$ cat config.mk
export PLATFORM = sky130hd
export DESIGN_NAME = fetch_unit
export DESIGN_NICKNAME = d
export VERILOG_FILES = /design/src/rtl/rv32i_pkg.sv /design/src/rtl/fetch_queue.sv /design/src/rtl/fetch_unit.sv
export SDC_FILE = /design/constraint.sdc
export NUM_CORES = 1
export LEC_CHECK = 0
export ABC_CLOCK_PERIOD_IN_PS = 4650
export BUFFER_PORTS_ARGS = -buffer_cell sky130_fd_sc_hd__buf_4
export CORE_MARGIN = 1
export CORE_UTILIZATION = 44
export DETAILED_ROUTE_END_ITERATION = 8
export PLACE_DENSITY_LB_ADDON = 0.3
export SLEW_MARGIN = 20
export SYNTH_ARGS = -nofsm -noshare
export SYNTH_HDL_FRONTEND = slang
export SYNTH_SLANG_ARGS = --single-unit
$ cat constraint.sdc
create_clock -name clk -period 4.65 [get_ports clk]
set_clock_uncertainty 0.05 [all_clocks]
set_input_delay 0.93 -clock clk [delete_from_list [all_inputs] [get_ports clk]]
set_output_delay 0.93 -clock clk [all_outputs]
set_load 0.01 [all_outputs]
$ cat src/rtl/rv32i_pkg.sv
`default_nettype none
// ============================================================================
// Module      : rv32i_pkg
// Description : Constants and types shared by the RV32I fetch stage.
//               FETCH_MISALIGN_EN adds the misalign flag to fetch_entry_t.
// Revision    : 1.0 - initial release
// ============================================================================
package rv32i_pkg;

    localparam logic [31:0] NOP_INSTR     = 32'h00000013;  // addi x0, x0, 0
    localparam int          IMEM_ADDR_W   = 7;
    localparam int          FETCH_Q_DEPTH = 2;

    // Queue entry as seen at the default memory address width.
    typedef struct packed {
        logic [31:0]            instr;
        logic [IMEM_ADDR_W-1:0] pc;
`ifdef FETCH_MISALIGN_EN
        logic                   misalign;
`endif
    } fetch_entry_t;

endpackage : rv32i_pkg
`default_nettype wire

$ cat src/rtl/fetch_queue.sv
`default_nettype none
// ============================================================================
// Module      : fetch_queue
// Description : Two-entry synchronous FIFO holding fetched instructions.
//               Supports flush, simultaneous push/pop while full, and
//               exposes the head entry combinationally.
// Revision    : 1.0 - initial release
// ============================================================================
module fetch_queue #(
    parameter int ENTRY_W = 39
) (
    input  logic               clk,
    input  logic               rst,
    input  logic               i_flush,
    input  logic               i_push,
    input  logic [ENTRY_W-1:0] i_push_data,
    input  logic               i_pop,
    output logic [ENTRY_W-1:0] o_head_data,
    output logic               o_valid,
    output logic [1:0]         o_count
);

    localparam logic [1:0] c_FULL = 2'd2;

    logic [ENTRY_W-1:0] r_mem [2];
    logic               r_wr_ptr;
    logic               r_rd_ptr;
    logic [1:0]         r_count;
    logic               w_push_ok;
    logic               w_pop_ok;

    // A push while full is only legal when the head leaves on the same edge;
    // in that case the write slot equals the slot being vacated.
    assign w_push_ok = i_push && ((r_count != c_FULL) || w_pop_ok);
    assign w_pop_ok  = i_pop && (r_count != 2'd0);

    // Pointer and occupancy tracking; flush empties the queue outright.
    always_ff @(posedge clk) begin
        if (rst || i_flush) begin
            r_wr_ptr <= 1'b0;
            r_rd_ptr <= 1'b0;
            r_count  <= 2'd0;
        end else begin
            if (w_push_ok) r_wr_ptr <= ~r_wr_ptr;
            if (w_pop_ok)  r_rd_ptr <= ~r_rd_ptr;
            case ({w_push_ok, w_pop_ok})
                2'b10:   r_count <= r_count + 2'd1;
                2'b01:   r_count <= r_count - 2'd1;
                default: r_count <= r_count;
            endcase
        end
    end

    // Entry storage; contents are don't-care until counted as valid.
    always_ff @(posedge clk) begin
        if (w_push_ok && !i_flush && !rst) begin
            r_mem[r_wr_ptr] <= i_push_data;
        end
    end

    assign o_head_data = r_mem[r_rd_ptr];
    assign o_valid     = (r_count != 2'd0);
    assign o_count     = r_count;

endmodule : fetch_queue
`default_nettype wire

$ cat src/rtl/fetch_unit.sv
`default_nettype none
// ============================================================================
// Module      : fetch_unit
// Description : RV32I instruction fetch stage. Holds the PC, reads the
//               combinational instruction memory, buffers words in a
//               2-entry queue and hands them to decode via valid/ready.
//               Redirects flush the queue and reload the PC.
//               Optional macro: FETCH_MISALIGN_EN (misaligned redirect
//               produces one flagged NOP entry, then fetch halts).
// Revision    : 1.0 - initial release
// ============================================================================
module fetch_unit
    import rv32i_pkg::*;
#(
    parameter int                ADDR_W   = IMEM_ADDR_W,
    parameter logic [ADDR_W-1:0] RESET_PC = '0
) (
    input  logic              clk,
    input  logic              rst,
    output logic [ADDR_W-1:0] o_addr_imem,
    input  logic [31:0]       i_data_imem,
    output logic              o_instr_valid,
    input  logic              i_instr_ready,
    output logic [31:0]       o_instr,
    output logic [ADDR_W-1:0] o_pc,
    input  logic              i_redirect,
    input  logic [ADDR_W-1:0] i_redirect_pc
`ifdef FETCH_MISALIGN_EN
    ,
    output logic              o_misalign
`endif
);

`ifdef FETCH_MISALIGN_EN
    localparam int c_ENTRY_W = 32 + ADDR_W + 1;
`else
    localparam int c_ENTRY_W = 32 + ADDR_W;
`endif
    localparam logic [1:0]        c_Q_DEPTH = 2'(FETCH_Q_DEPTH);
    localparam logic [ADDR_W-1:0] c_PC_STEP = ADDR_W'(4);

    logic [ADDR_W-1:0]    r_pc;
    logic [ADDR_W-1:0]    w_pc_nxt;
    logic [ADDR_W-1:0]    w_target;
    logic                 w_pop;
    logic                 w_room;
    logic                 w_fetch;
    logic                 w_push;
    logic [c_ENTRY_W-1:0] w_push_entry;
    logic [c_ENTRY_W-1:0] w_head_entry;
    logic                 w_head_valid;
    logic [1:0]           w_count;
    logic [31:0]          w_head_instr;
    logic [ADDR_W-1:0]    w_head_pc;

    assign w_pop  = w_head_valid && i_instr_ready;
    assign w_room = (w_count < c_Q_DEPTH) || w_pop;

`ifdef FETCH_MISALIGN_EN
    localparam logic [1:0] c_ST_RUN  = 2'd0;  // normal sequential fetch
    localparam logic [1:0] c_ST_PEND = 2'd1;  // enqueue flagged NOP next edge
    localparam logic [1:0] c_ST_HALT = 2'd2;  // wait for the next redirect

    logic [1:0] r_mis_state;
    logic [1:0] w_mis_state_nxt;
    logic       w_push_mis;

    // Misalign sequencing: a misaligned target yields one flagged entry.
    always_comb begin
        w_mis_state_nxt = r_mis_state;
        if (i_redirect) begin
            w_mis_state_nxt = (i_redirect_pc[1:0] != 2'b00) ? c_ST_PEND : c_ST_RUN;
        end else if (r_mis_state == c_ST_PEND) begin
            w_mis_state_nxt = c_ST_HALT;
        end
    end

    // Misalign state register.
    always_ff @(posedge clk) begin
        if (rst) r_mis_state <= c_ST_RUN;
        else     r_mis_state <= w_mis_state_nxt;
    end

    // The queue was flushed by the redirect, so the flagged entry always fits.
    assign w_fetch      = !i_redirect && (r_mis_state == c_ST_RUN) && w_room;
    assign w_push_mis   = !i_redirect && (r_mis_state == c_ST_PEND);
    assign w_push       = w_fetch || w_push_mis;
    assign w_push_entry = w_push_mis ? {NOP_INSTR, r_pc, 1'b1}
                                     : {i_data_imem, r_pc, 1'b0};
    assign w_target     = i_redirect_pc;
    assign o_misalign   = w_head_valid && w_head_entry[0];
`else
    logic w_unused_redirect_lsb;

    // Targets are forced word-aligned; the low bits carry no information.
    assign w_unused_redirect_lsb = ^i_redirect_pc[1:0];
    assign w_fetch      = !i_redirect && w_room;
    assign w_push       = w_fetch;
    assign w_push_entry = {i_data_imem, r_pc};
    assign w_target     = {i_redirect_pc[ADDR_W-1:2], 2'b00};
`endif

    // Next PC: redirect wins, otherwise advance only on an actual fetch.
    always_comb begin
        w_pc_nxt = r_pc;
        if (i_redirect)   w_pc_nxt = w_target;
        else if (w_fetch) w_pc_nxt = r_pc + c_PC_STEP;
    end

    // Program counter register; wraps modulo 2^ADDR_W.
    always_ff @(posedge clk) begin
        if (rst) r_pc <= RESET_PC;
        else     r_pc <= w_pc_nxt;
    end

    fetch_queue #(
        .ENTRY_W (c_ENTRY_W)
    ) u_fetch_queue (
        .clk         (clk),
        .rst         (rst),
        .i_flush     (i_redirect),
        .i_push      (w_push),
        .i_push_data (w_push_entry),
        .i_pop       (w_pop),
        .o_head_data (w_head_entry),
        .o_valid     (w_head_valid),
        .o_count     (w_count)
    );

    assign w_head_instr  = w_head_entry[c_ENTRY_W-1 -: 32];
    assign w_head_pc     = w_head_entry[c_ENTRY_W-33 -: ADDR_W];

    assign o_addr_imem   = r_pc;
    assign o_instr_valid = w_head_valid;
    assign o_instr       = w_head_valid ? w_head_instr : NOP_INSTR;
    assign o_pc          = w_head_valid ? w_head_pc : r_pc;

endmodule : fetch_unit
`default_nettype wire

==> flow_metrics.py, run 1 <==
metrics = {
    "detailed_routing": {
        "totalWireLength_um": 5832,
        "vias_per_cell": 4.737,
        "post_drt_wl_per_cell_um": 14.19,
        "first_pass_iters": 5,
        "ant_nets": 0,
        "drtIter0Drc": 47,
        "vias": 1947,
        "drc": 0,
    },
    "finish": {
        "multi_input_area_um2": 834.6,
        "diodes": 0,
        "layout_commonest_cell": "buf_4",
        "utilization_pct": 58.53,
        "regArea_um2": 2426,
        "layout-drive-gt1-share_pct": 34.62,
        "area_growth_pct": 27.66,
        "stdcell_area_um2": 4268,
        "layout_common_cells": "87 x buf_4, 74 x edfxtp_1, 38 x mux2i_1",
        "final_nets": 352,
        "fillerInstances": 640,
    },
    "clock_tree": {
        "root_buffer": "clkbuf_8",
        "cts_setup_buffers": 0,
        "cts_max_level": 3,
        "clk_latency_ns": 0.34,
        "post_cts_resized": 0,
        "hold_buffers": 0,
        "path_clk_slew_ns": 0.08,
        "cts_inserted_buffers": 9,
        "cts_tree": "done",
        "max-clock-path-buffers": 2,
        "cts_sinks": 84,
    },
    "floorplanning": {
        "coreArea_um2": 7292,
        "die-area_um2": 7950,
        "start_util_pct": 45.85,
        "die_y_um": 89.17,
        "io_pins": 90,
        "num_rows": 31,
        "fp.dieW_um": 89.17,
    },
    "setup_path": {
        "r2r-end": "u_fetch_queue.o_count[1]$_SDFFE_PP0P_",
        "cp.arrival_ns": 1.86,
        "cp.required_ns": 3.67,
        "crit_fanout": 40,
        "worstReg2RegStart": "u_fetch_queue.o_count[1]$_SDFFE_PP0P_",
        "path_delay_family": "simple AND/OR/NAND/NOR gates",
        "path_cells": "nor2_4, o21ai_1, buf_4",
        "path_class": "flop to output pin",
        "worstRegToRegCells": 7,
        "crit_path_end_kind": "output pin",
        "slowest_stage": "nor2_4",
        "worst-path-buf-inv": 1,
        "r2r_slack_ns": 2.35,
        "start_kind": "flop",
        "cpPeakStageDelay_ns": 0.75,
    },
    "sta": {
        "post-route-min-period_ns": 2.841,
        "hold_slack_ns": 0.4959,
        "fmax_ghz": 0.3520,
        "drv_slew": 0,
        "finalSetupViolations": 0,
        "fin_setup_tns_ns": 0,
        "max_slew_margin_pct": 36.36,
        "finalHoldViolCount": 0,
        "rsz0062_at_grt": "no",
        "fin_ws_ns": 1.809,
        "worst_slew_pin_slew_ns": 0.9524,
        "period_share_pct": 61.10,
    },
    "logic_synthesis": {
        "synth_flop_cell": "edfxtp_1",
        "synth_top_area_cell": "edfxtp_1",
        "synthTopCellsByArea": "edfxtp_1 66%, mux2i_1 11%, dfxtp_1 6.0%, nor2_1 3.5%, xnor2_1 2.1%",
        "ys_seq_area_share_pct": 72.46,
        "synthDistinctLibCells": 26,
        "avgSynthCellArea_um2": 15.13,
        "syn_inst": 221,
        "ys_ff_latch": 84,
        "synth_top_area_share_pct": 66.47,
        "synth_area_um2": 3343,
        "yosysWarningCount": 0,
        "synth_edf_count": 74,
        "async_flop_share_pct": 0,
    },
    "placed_design": {
        "gp_congestion": 0.7345,
        "placed_cell_area_um2": 4050,
        "io_buffers": 83,
        "dp_slack_ns": 1.878,
        "hpwl_um": 3592,
    },
    "pwr": {
        "power.density_nw_per_um2": 369.9,
        "p_int_mw": 1.231,
        "p_leak_nw": 1.573,
        "power_frac_clock_pct": 35.4,
        "power_frac_seq_pct": 54.8,
        "switching_share_pct": 22.04,
        "combPwrFrac_pct": 9.8,
        "ir_worst_vdd_v": 0.0001780,
        "p_switching_mw": 0.3479,
    },
    "global_route": {
        "grt_overflow": 0,
        "grt_max_degree": 41,
        "grt_pass1_wl_um": 8921,
        "grt_pass1_vias": 1908,
        "grt_usage_pct": 15.70,
        "antenna_found_initial": 0,
    },
    "job": {
        "max_cap_violations": 0,
    },
    "worst_hold_path": {
        "min_from": "u_fetch_queue.r_rd_ptr$_SDFFE_PP0P_",
        "min_delay_path_depth": 2,
        "hp-class": "flop to flop",
    },
    "outcome": {
        "status": "completed",
    },
}
==> how the worst max path moves through the flow <==
stage,startpoint,endpoint,slack (ns),cells past startpoint
after global placement,flop,o_instr[19],1.88,4
after detailed placement,flop,o_instr[18],1.88,4
after CTS,flop,o_instr[18],1.47,4
after global routing,u_fetch_queue.o_count[1]$_SDFFE_PP0P_,o_pc[6],1.62,4
final,u_fetch_queue.o_count[1]$_SDFFE_PP0P_,o_pc[6],1.81,3
after floorplan,i_instr_ready,u_fetch_queue.r_mem[1][10]$_DFFE_PP_,0.12,4
==> cell type report <==
cell class	instances	area share, %
Inverter	4	0.3518
Sequential cell	84	56.85
Clock buffer	10	2.990
Clock inverter	6	2.052
Tap cell	99	2.902
Multi-Input combinational cell	121	19.55
Timing Repair Buffer	87	15.30
==> synthesized netlist by cell type (all sizes together) (2+ instances only) <==
| master | count |
|---|---|
| nand2 | 10 |
| o21a | 3 |
| nand4 | 2 |
| o21ai | 6 |
| mux2i | 38 |
| inv | 4 |
| dfxtp | 10 |
| clkbuf | 3 |
| ha | 2 |
| a21oi | 3 |
| nor3 | 6 |
| nand2b | 2 |
| xnor2 | 8 |
| buf | 12 |
| nor2 | 32 |
| edfxtp | 74 |
==> tightest hold or removal path, delay by kind of cell (launching register included) <==
kind                      cells  cell delay [ns]
and+or+nand+nor               1             0.05
DFF                           1             0.33
xor gates and xnor gates      1             0.14
==> flip-flops by register name, indices dropped and copies added, names as in the netlist, named ones only <==
register                cells
o_addr_imem                 5
u_fetch_queue.r_mem        74
u_fetch_queue.r_rd_ptr      1
u_fetch_queue.r_wr_ptr      1
u_fetch_queue.o_count       2
==> routing by layer <==
metal  vias up  share of wire (%)  track usage (%)
li1        958                  -                -
met1       926                 40            17.06
met2        57                 54            28.11
met3         6                5.1            4.432
met4         0                1.2            7.792
met5         -                  0                0
==> kinds of logic (layout without fill, tap and decap cells) <==
logic type      count (synthesis)  after routing  share of synthesized area (%)
compound gates                 12             12                          2.021
simple gates                   55             55                          7.111
buf+inv                        19            107                          3.368
other cells                     1              4                         0.1122
flops                          84             84                          72.45
mux                            39             39                          11.83
xor+xnor                        9              9                          2.358
fa+ha+maj                       2              2                         0.7484
==> stage by stage <==
step                power (mW)  instances
CTS                      1.598        411
global route             1.644        411
finish                   1.578        411
global placement         1.035        395
detailed placement       1.040        395
floorplan               0.9594        224
==> power by group through the flow <==
stage | Sequential, mW | Clock (mW) | Combinational, mW
finish | 0.865 | 0.559 | 0.154
global route | 0.869 | 0.604 | 0.171
global placement | 0.882 | 0 | 0.154
detailed placement | 0.883 | 0 | 0.156
CTS | 0.866 | 0.575 | 0.157
floorplan | 0.879 | 0 | 0.0803
(Power assumes the default switching activity.)
==> run 2, diff against run 1 <==
--- a/config.mk
+++ b/config.mk
@@ -5,7 +5,7 @@
 export SDC_FILE = /design/constraint.sdc
 export NUM_CORES = 1
 export LEC_CHECK = 0
-export ABC_CLOCK_PERIOD_IN_PS = 4650
+export ABC_CLOCK_PERIOD_IN_PS = 2750
 export BUFFER_PORTS_ARGS = -buffer_cell sky130_fd_sc_hd__buf_4
 export CORE_MARGIN = 1
 export CORE_UTILIZATION = 44
==> constraint.sdc (replaced) <==
create_clock -name clk -period 2.75 [get_ports clk]
set_clock_uncertainty 0.05 [all_clocks]
set_input_delay 0.55 -clock clk [delete_from_list [all_inputs] [get_ports clk]]
set_output_delay 0.55 -clock clk [all_outputs]
set_load 0.01 [all_outputs]
==> run 2 against run 1 <==
Effect of this change:
- die area unchanged
- routed wire length decreased by 1.4%
- non-clock buffer count increased by 4
- critical path depth increased by 1
- flip-flop and latch count unchanged
- largest power group unchanged
- hold slack got worse by 0.17 ns
- cell count increased by 0.97%
- highest routed layer unchanged
- final area increased by 1.9%
- combinational power increased by 77%
- total power increased by 76%
==> flow_metrics.py, run 2 (synthesis gave the netlist of run 1 again) <==
metrics = {
    "outcome": {
        "status": "completed",
    },
    "finish": {
        "largest_reg_flops": 74,
        "regArea_um2": 2424,
        "layout_common_cells": "90 x buf_4, 74 x edfxtp_1, 38 x mux2i_1",
        "fillerInstances": 615,
        "layout_commonest_cell": "buf_4",
        "area_growth_pct": 30.13,
        "layout-drive-gt1-share_pct": 36.08,
        "final_cells": 415,
        "largest_register": "u_fetch_queue.r_mem",
        "final_nets": 356,
        "utilization_pct": 59.66,
        "multi_input_area_um2": 847.1,
        "diodes": 0,
    },
    "setup_path": {
        "crit_fanout": 13,
        "worstReg2RegStart": "u_fetch_queue.o_count[1]$_SDFFE_PP0P_",
        "cp.required_ns": 2.15,
        "r2r-end": "u_fetch_queue.r_mem[0][13]$_DFFE_PP_",
        "cpMostUsedCell": "buf_4",
        "crit_path_end_kind": "output pin",
        "start_kind": "flop",
        "critPathCapture": "o_instr[3]",
        "path_delay_family": "flip-flops",
        "cp.depth": 4,
        "path_cells": "buf_4, mux2i_1, nor2_1, buf_4",
        "worst-path-buf-inv": 2,
        "r2r_slack_ns": 0.95,
        "slowest_stage": "dfxtp_2",
        "cpPeakStageDelay_ns": 0.60,
        "cp.arrival_ns": 1.65,
        "path_class": "flop to output pin",
        "worstRegToRegCells": 4,
    },
    "sta": {
        "finalHoldViolCount": 0,
        "hold_slack_ns": 0.3300,
        "fmax_ghz": 0.4443,
        "fin_ws_ns": 0.4993,
        "period_share_pct": 81.84,
        "fin_setup_tns_ns": 0,
        "post-route-min-period_ns": 2.251,
        "drv_slew": 0,
        "finalSetupViolations": 0,
        "rsz0062_at_grt": "no",
    },
    "floorplanning": {
        "start_util_pct": 45.85,
        "die-area_um2": 7950,
        "die_y_um": 89.17,
        "fp.dieW_um": 89.17,
        "num_rows": 31,
        "coreArea_um2": 7292,
        "io_pins": 90,
    },
    "global_route": {
        "grt_overflow": 0,
        "grt_max_degree": 25,
        "antenna_found_initial": 0,
        "grt_pass1_vias": 1921,
        "grt_usage_pct": 15.30,
        "grt_pass1_wl_um": 8811,
    },
    "clock_tree": {
        "clk_latency_ns": 0.34,
        "cts_sinks": 84,
        "root_buffer": "clkbuf_8",
        "cts_tree": "done",
        "post_cts_resized": 0,
        "path_clk_slew_ns": 0.09,
        "cts_max_level": 3,
        "cts_setup_buffers": 0,
        "max-clock-path-buffers": 2,
        "hold_buffers": 0,
        "cts_inserted_buffers": 9,
    },
    "detailed_routing": {
        "drc": 0,
        "first_pass_iters": 4,
        "drtIter0Drc": 44,
        "post_drt_wl_per_cell_um": 13.86,
        "totalWireLength_um": 5750,
        "vias": 1963,
        "vias_per_cell": 4.730,
        "ant_nets": 0,
    },
    "pwr": {
        "ir_worst_vdd_v": 0.0003732,
        "power.density_nw_per_um2": 637.5,
        "switching_share_pct": 21.19,
        "p_switching_mw": 0.5878,
        "combPwrFrac_pct": 9.9,
        "p_int_mw": 2.185,
        "p_leak_nw": 1.623,
        "power_frac_clock_pct": 37.5,
        "power_frac_seq_pct": 52.7,
    },
    "placed_design": {
        "io_buffers": 83,
        "dp_slack_ns": 0.6344,
        "hpwl_um": 3893,
        "gp_congestion": 0.6860,
        "place_inst": 399,
    },
    "worst_hold_path": {
        "hp-class": "primary input to flop",
    },
    "job": {
        "max_cap_violations": 0,
    },
}
[run 2: per-stage QoR]
| stage | total power [mW] | instance area (um^2) |
|---|---|---|
| floorplan | 1.624 | 3377 |
| global placement | 1.761 | 4105 |
| detailed placement | 1.769 | 4105 |
| CTS | 2.807 | 4350 |
| global route | 2.879 | 4350 |
| finish | 2.773 | 4350 |
[run 2: per-layer routing]
metal | vias to the layer above | global-route usage, % | part of all wire, %
met5 | - | 0 | 0
met4 | 0 | 7.359 | 1.8
met3 | 7 | 3.416 | 4.5
met2 | 53 | 27.55 | 52
met1 | 933 | 17.19 | 42
li1 | 970 | - | -
[run 2: area by class of cell]
class                      count  area share, %
inverter                       4         0.3451
multi-input combinational    121          19.47
timing repair buffer          91          15.99
sequential                    84          55.71
clock buffer                   9          2.847
clock inverter                 7          2.790
tap                           99          2.847
[run 2: how the worst min path moves through the flow]
stage                                              from                              endpoint  slack [ns]  cells past startpoint
floorplan           u_fetch_queue.r_rd_ptr$_SDFFE_PP0P_                                  flop        0.47                      2
global placement            o_addr_imem[6]$_SDFFE_PP0P_   u_fetch_queue.r_mem[1][6]$_DFFE_PP_        0.49                      0
finish                                  i_data_imem[18]  u_fetch_queue.r_mem[1][25]$_DFFE_PP_        0.33                      1
detailed placement  u_fetch_queue.r_rd_ptr$_SDFFE_PP0P_                                  flop        0.48                      2
CTS                                     i_data_imem[16]  u_fetch_queue.r_mem[1][23]$_DFFE_PP_        0.31                      1
global route                            i_data_imem[16]  u_fetch_queue.r_mem[1][23]$_DFFE_PP_        0.31                      1
[run 2: power by group through the flow]
stage	Sequential [mW]	Clock, mW	Combinational [mW]
after floorplan	1.48	0	0.139
final	1.46	1.04	0.273
after global placement	1.49	0	0.273
after detailed placement	1.49	0	0.278
after CTS	1.46	1.07	0.279
after global routing	1.47	1.11	0.303
==> run 3, diff against run 2 <==
--- a/config.mk
+++ b/config.mk
@@ -5,7 +5,8 @@
 export SDC_FILE = /design/constraint.sdc
 export NUM_CORES = 1
 export LEC_CHECK = 0
-export ABC_CLOCK_PERIOD_IN_PS = 2750
+export ABC_AREA = 1
+export ABC_CLOCK_PERIOD_IN_PS = 2230
 export BUFFER_PORTS_ARGS = -buffer_cell sky130_fd_sc_hd__buf_4
 export CORE_MARGIN = 1
 export CORE_UTILIZATION = 44
==> constraint.sdc (replaced) <==
create_clock -name clk -period 2.23 [get_ports clk]
set_clock_uncertainty 0.05 [all_clocks]
set_input_delay 0.446 -clock clk [delete_from_list [all_inputs] [get_ports clk]]
set_output_delay 0.446 -clock clk [all_outputs]
set_load 0.01 [all_outputs]
==> run 3 against run 2 <==
Effect of this change:
- die area rose by 0.26%
- clock power grew 9.6%
- critical endpoint is now o_pc[2]
- critical path depth unchanged
==> flow_metrics.py, run 3 <==
metrics = {
    "outcome": {
        "status": "completed",
    },
    "placed_design": {
        "gp_congestion": 0.7758,
        "hpwl_um": 4193,
        "dp_slack_ns": 0.4017,
        "io_buffers": 83,
    },
    "logic_synthesis": {
        "async_flop_share_pct": 0,
        "ys_seq_area_share_pct": 72.27,
        "synthTopCellsByCount": "78 x nand2_1, 74 x edfxtp_1, 47 x a21oi_1, 10 x dfxtp_1, 10 x nand3_1",
        "synthTopCellsByArea": "edfxtp_1 66%, nand2_1 8.7%, a21oi_1 7.0%, dfxtp_1 6.0%, nand3_1 1.5%",
        "synth_top_area_cell": "edfxtp_1",
        "synth_edf_count": 74,
        "yosys.area_share.simple_pct": 14.22,
        "synthDistinctLibCells": 24,
        "synth_top_area_share_pct": 66.29,
        "yosys-mux-area-fraction_pct": 0.2986,
        "synth_top_family_by_area": "simple AND/OR/NAND/NOR gates",
        "synth_area_um2": 3352,
        "post-synth-top-count-cell": "nand2_1",
        "synthAdderAreaFrac_pct": 0.7465,
        "synth-compound-area-share_pct": 8.511,
        "ys_ff_latch": 84,
        "synth_flop_cell": "edfxtp_1",
        "avgSynthCellArea_um2": 12.01,
        "synth-xor-area-share_pct": 0.2613,
        "yosysWarningCount": 0,
        "syn_inst": 279,
    },
    "clock_tree": {
        "cts_setup_buffers": 0,
        "clk_latency_ns": 0.34,
        "post_cts_resized": 0,
        "max-clock-path-buffers": 2,
        "cts_sinks": 84,
        "cts_inserted_buffers": 9,
        "path_clk_slew_ns": 0.08,
        "hold_buffers": 0,
        "cts_tree": "done",
        "root_buffer": "clkbuf_8",
        "cts_max_level": 3,
    },
    "detailed_routing": {
        "drtIter0Drc": 94,
        "vias": 2331,
        "vias_per_cell": 4.918,
        "first_pass_iters": 4,
        "drc": 0,
        "totalWireLength_um": 6550,
        "post_drt_wl_per_cell_um": 13.82,
        "ant_nets": 0,
    },
    "setup_path": {
        "crit_fanout": 37,
        "start_kind": "flop",
        "crit_path_end_kind": "output pin",
        "path_class": "flop to output pin",
        "cp.arrival_ns": 1.56,
        "r2r_slack_ns": 0.42,
        "cp.required_ns": 1.73,
    },
    "pwr": {
        "switching_share_pct": 22.08,
        "p_switching_mw": 0.7260,
        "p_leak_nw": 1.757,
        "p_int_mw": 2.562,
        "power_frac_clock_pct": 34.7,
        "power.density_nw_per_um2": 753.0,
        "power_frac_seq_pct": 54.8,
        "combPwrFrac_pct": 10.5,
        "ir_worst_vdd_v": 0.0004094,
    },
    "floorplanning": {
        "start_util_pct": 45.97,
        "die_y_um": 89.28,
        "fp.dieW_um": 89.28,
        "coreArea_um2": 7292,
        "num_rows": 31,
        "io_pins": 90,
        "die-area_um2": 7971,
    },
    "worst_hold_path": {
        "hp-class": "primary input to flop",
    },
    "sta": {
        "fin_ws_ns": 0.1770,
        "period_share_pct": 92.06,
        "drv_slew": 0,
        "finalSetupViolations": 0,
        "rsz0062_at_grt": "no",
        "fmax_ghz": 0.4871,
        "post-route-min-period_ns": 2.053,
        "finalHoldViolCount": 0,
    },
    "finish": {
        "largest_register": "u_fetch_queue.r_mem",
        "final_nets": 416,
        "area_growth_pct": 30.27,
        "layout_common_cells": "89 x buf_4, 78 x nand2_1, 74 x edfxtp_1",
        "diodes": 0,
        "layout_commonest_cell": "buf_4",
        "utilization_pct": 59.88,
        "largest_reg_flops": 74,
        "layout-drive-gt1-share_pct": 32.00,
    },
    "global_route": {
        "grt_pass1_vias": 2173,
        "grt_overflow": 0,
        "grt_max_degree": 38,
        "antenna_found_initial": 0,
        "grt_pass1_wl_um": 9763,
        "grt_usage_pct": 17.01,
    },
    "job": {
        "max_cap_violations": 0,
    },
}
run 3: kinds of logic (layout without fill, tap and decap cells):
family          Yosys count  after routing
simple gates            108            108
flops                    84             84
compound gates           56             56
buf+inv                  26            119
fa+ha+maj                 2              2
other cells               1              4
xor+xnor                  1              1
mux                       1              1
run 3: power groups by stage:
stage                     logic, mW  clock network, mW  registers, mW
after floorplan               0.161                  0           1.84
after global placement        0.342                  0           1.83
after detailed placement      0.348                  0           1.84
after CTS                     0.350               1.17           1.80
after global routing          0.382               1.24           1.81
final                         0.346               1.14           1.80
run 3: metrics by stage:
stage / hold WS [ns] / total power [mW] / cell area (um^2) / std cells / TNS [ns]
after floorplan: 0.3755 / 1.997 / 3373 / 282 / -40.67
after global placement: 0.3878 / 2.176 / 4150 / 459 / 0
after detailed placement: 0.4010 / 2.185 / 4150 / 459 / 0
after CTS: 0.2142 / 3.325 / 4363 / 474 / 0
after global routing: 0.2047 / 3.428 / 4367 / 474 / 0
final: 0.2327 / 3.288 / 4367 / 474 / 0
run 3: metal layers:
layer  vias to the layer above  global-route usage, %  part of all wire (%)
met1                      1106                  18.34                    41
met4                         0                  6.782                  0.89
met2                        64                  31.09                    52
met3                         8                  5.263                   5.4
met5                         -                      0                     0
li1                       1153                      -                     -
run 3: worst max-delay path, cell delays in order, from the launching register on:
cell and delay [ns]:
dfxtp_1 0.34, buf_4 0.39, a21oi_1 0.13, a21oi_1 0.20, buf_4 0.16
run 3: final timing paths:
check | from | to | cells after the start
max | flop | o_pc[2] | 4
min | i_data_imem[3] | u_fetch_queue.r_mem[1][10]$_DFFE_PP_ | 1
max reg2reg | u_fetch_queue.o_count[1]$_SDFFE_PP0P_ | u_fetch_queue.o_count[1]$_SDFFE_PP0P_ | 10
min reg2reg | u_fetch_queue.r_rd_ptr$_SDFFE_PP0P_ | u_fetch_queue.r_rd_ptr$_SDFFE_PP0P_ | 1
run 3: area by class of cell:
cell class              instances  area [um^2]
fillers                       606         2925
well taps                      99        123.9
clock buffers                   9        123.9
clock inverters                 6        88.84
repair buffers                 92        719.4
multi-input cells             172        843.3
flip-flops and latches         84         2422
inverters                      12        45.04
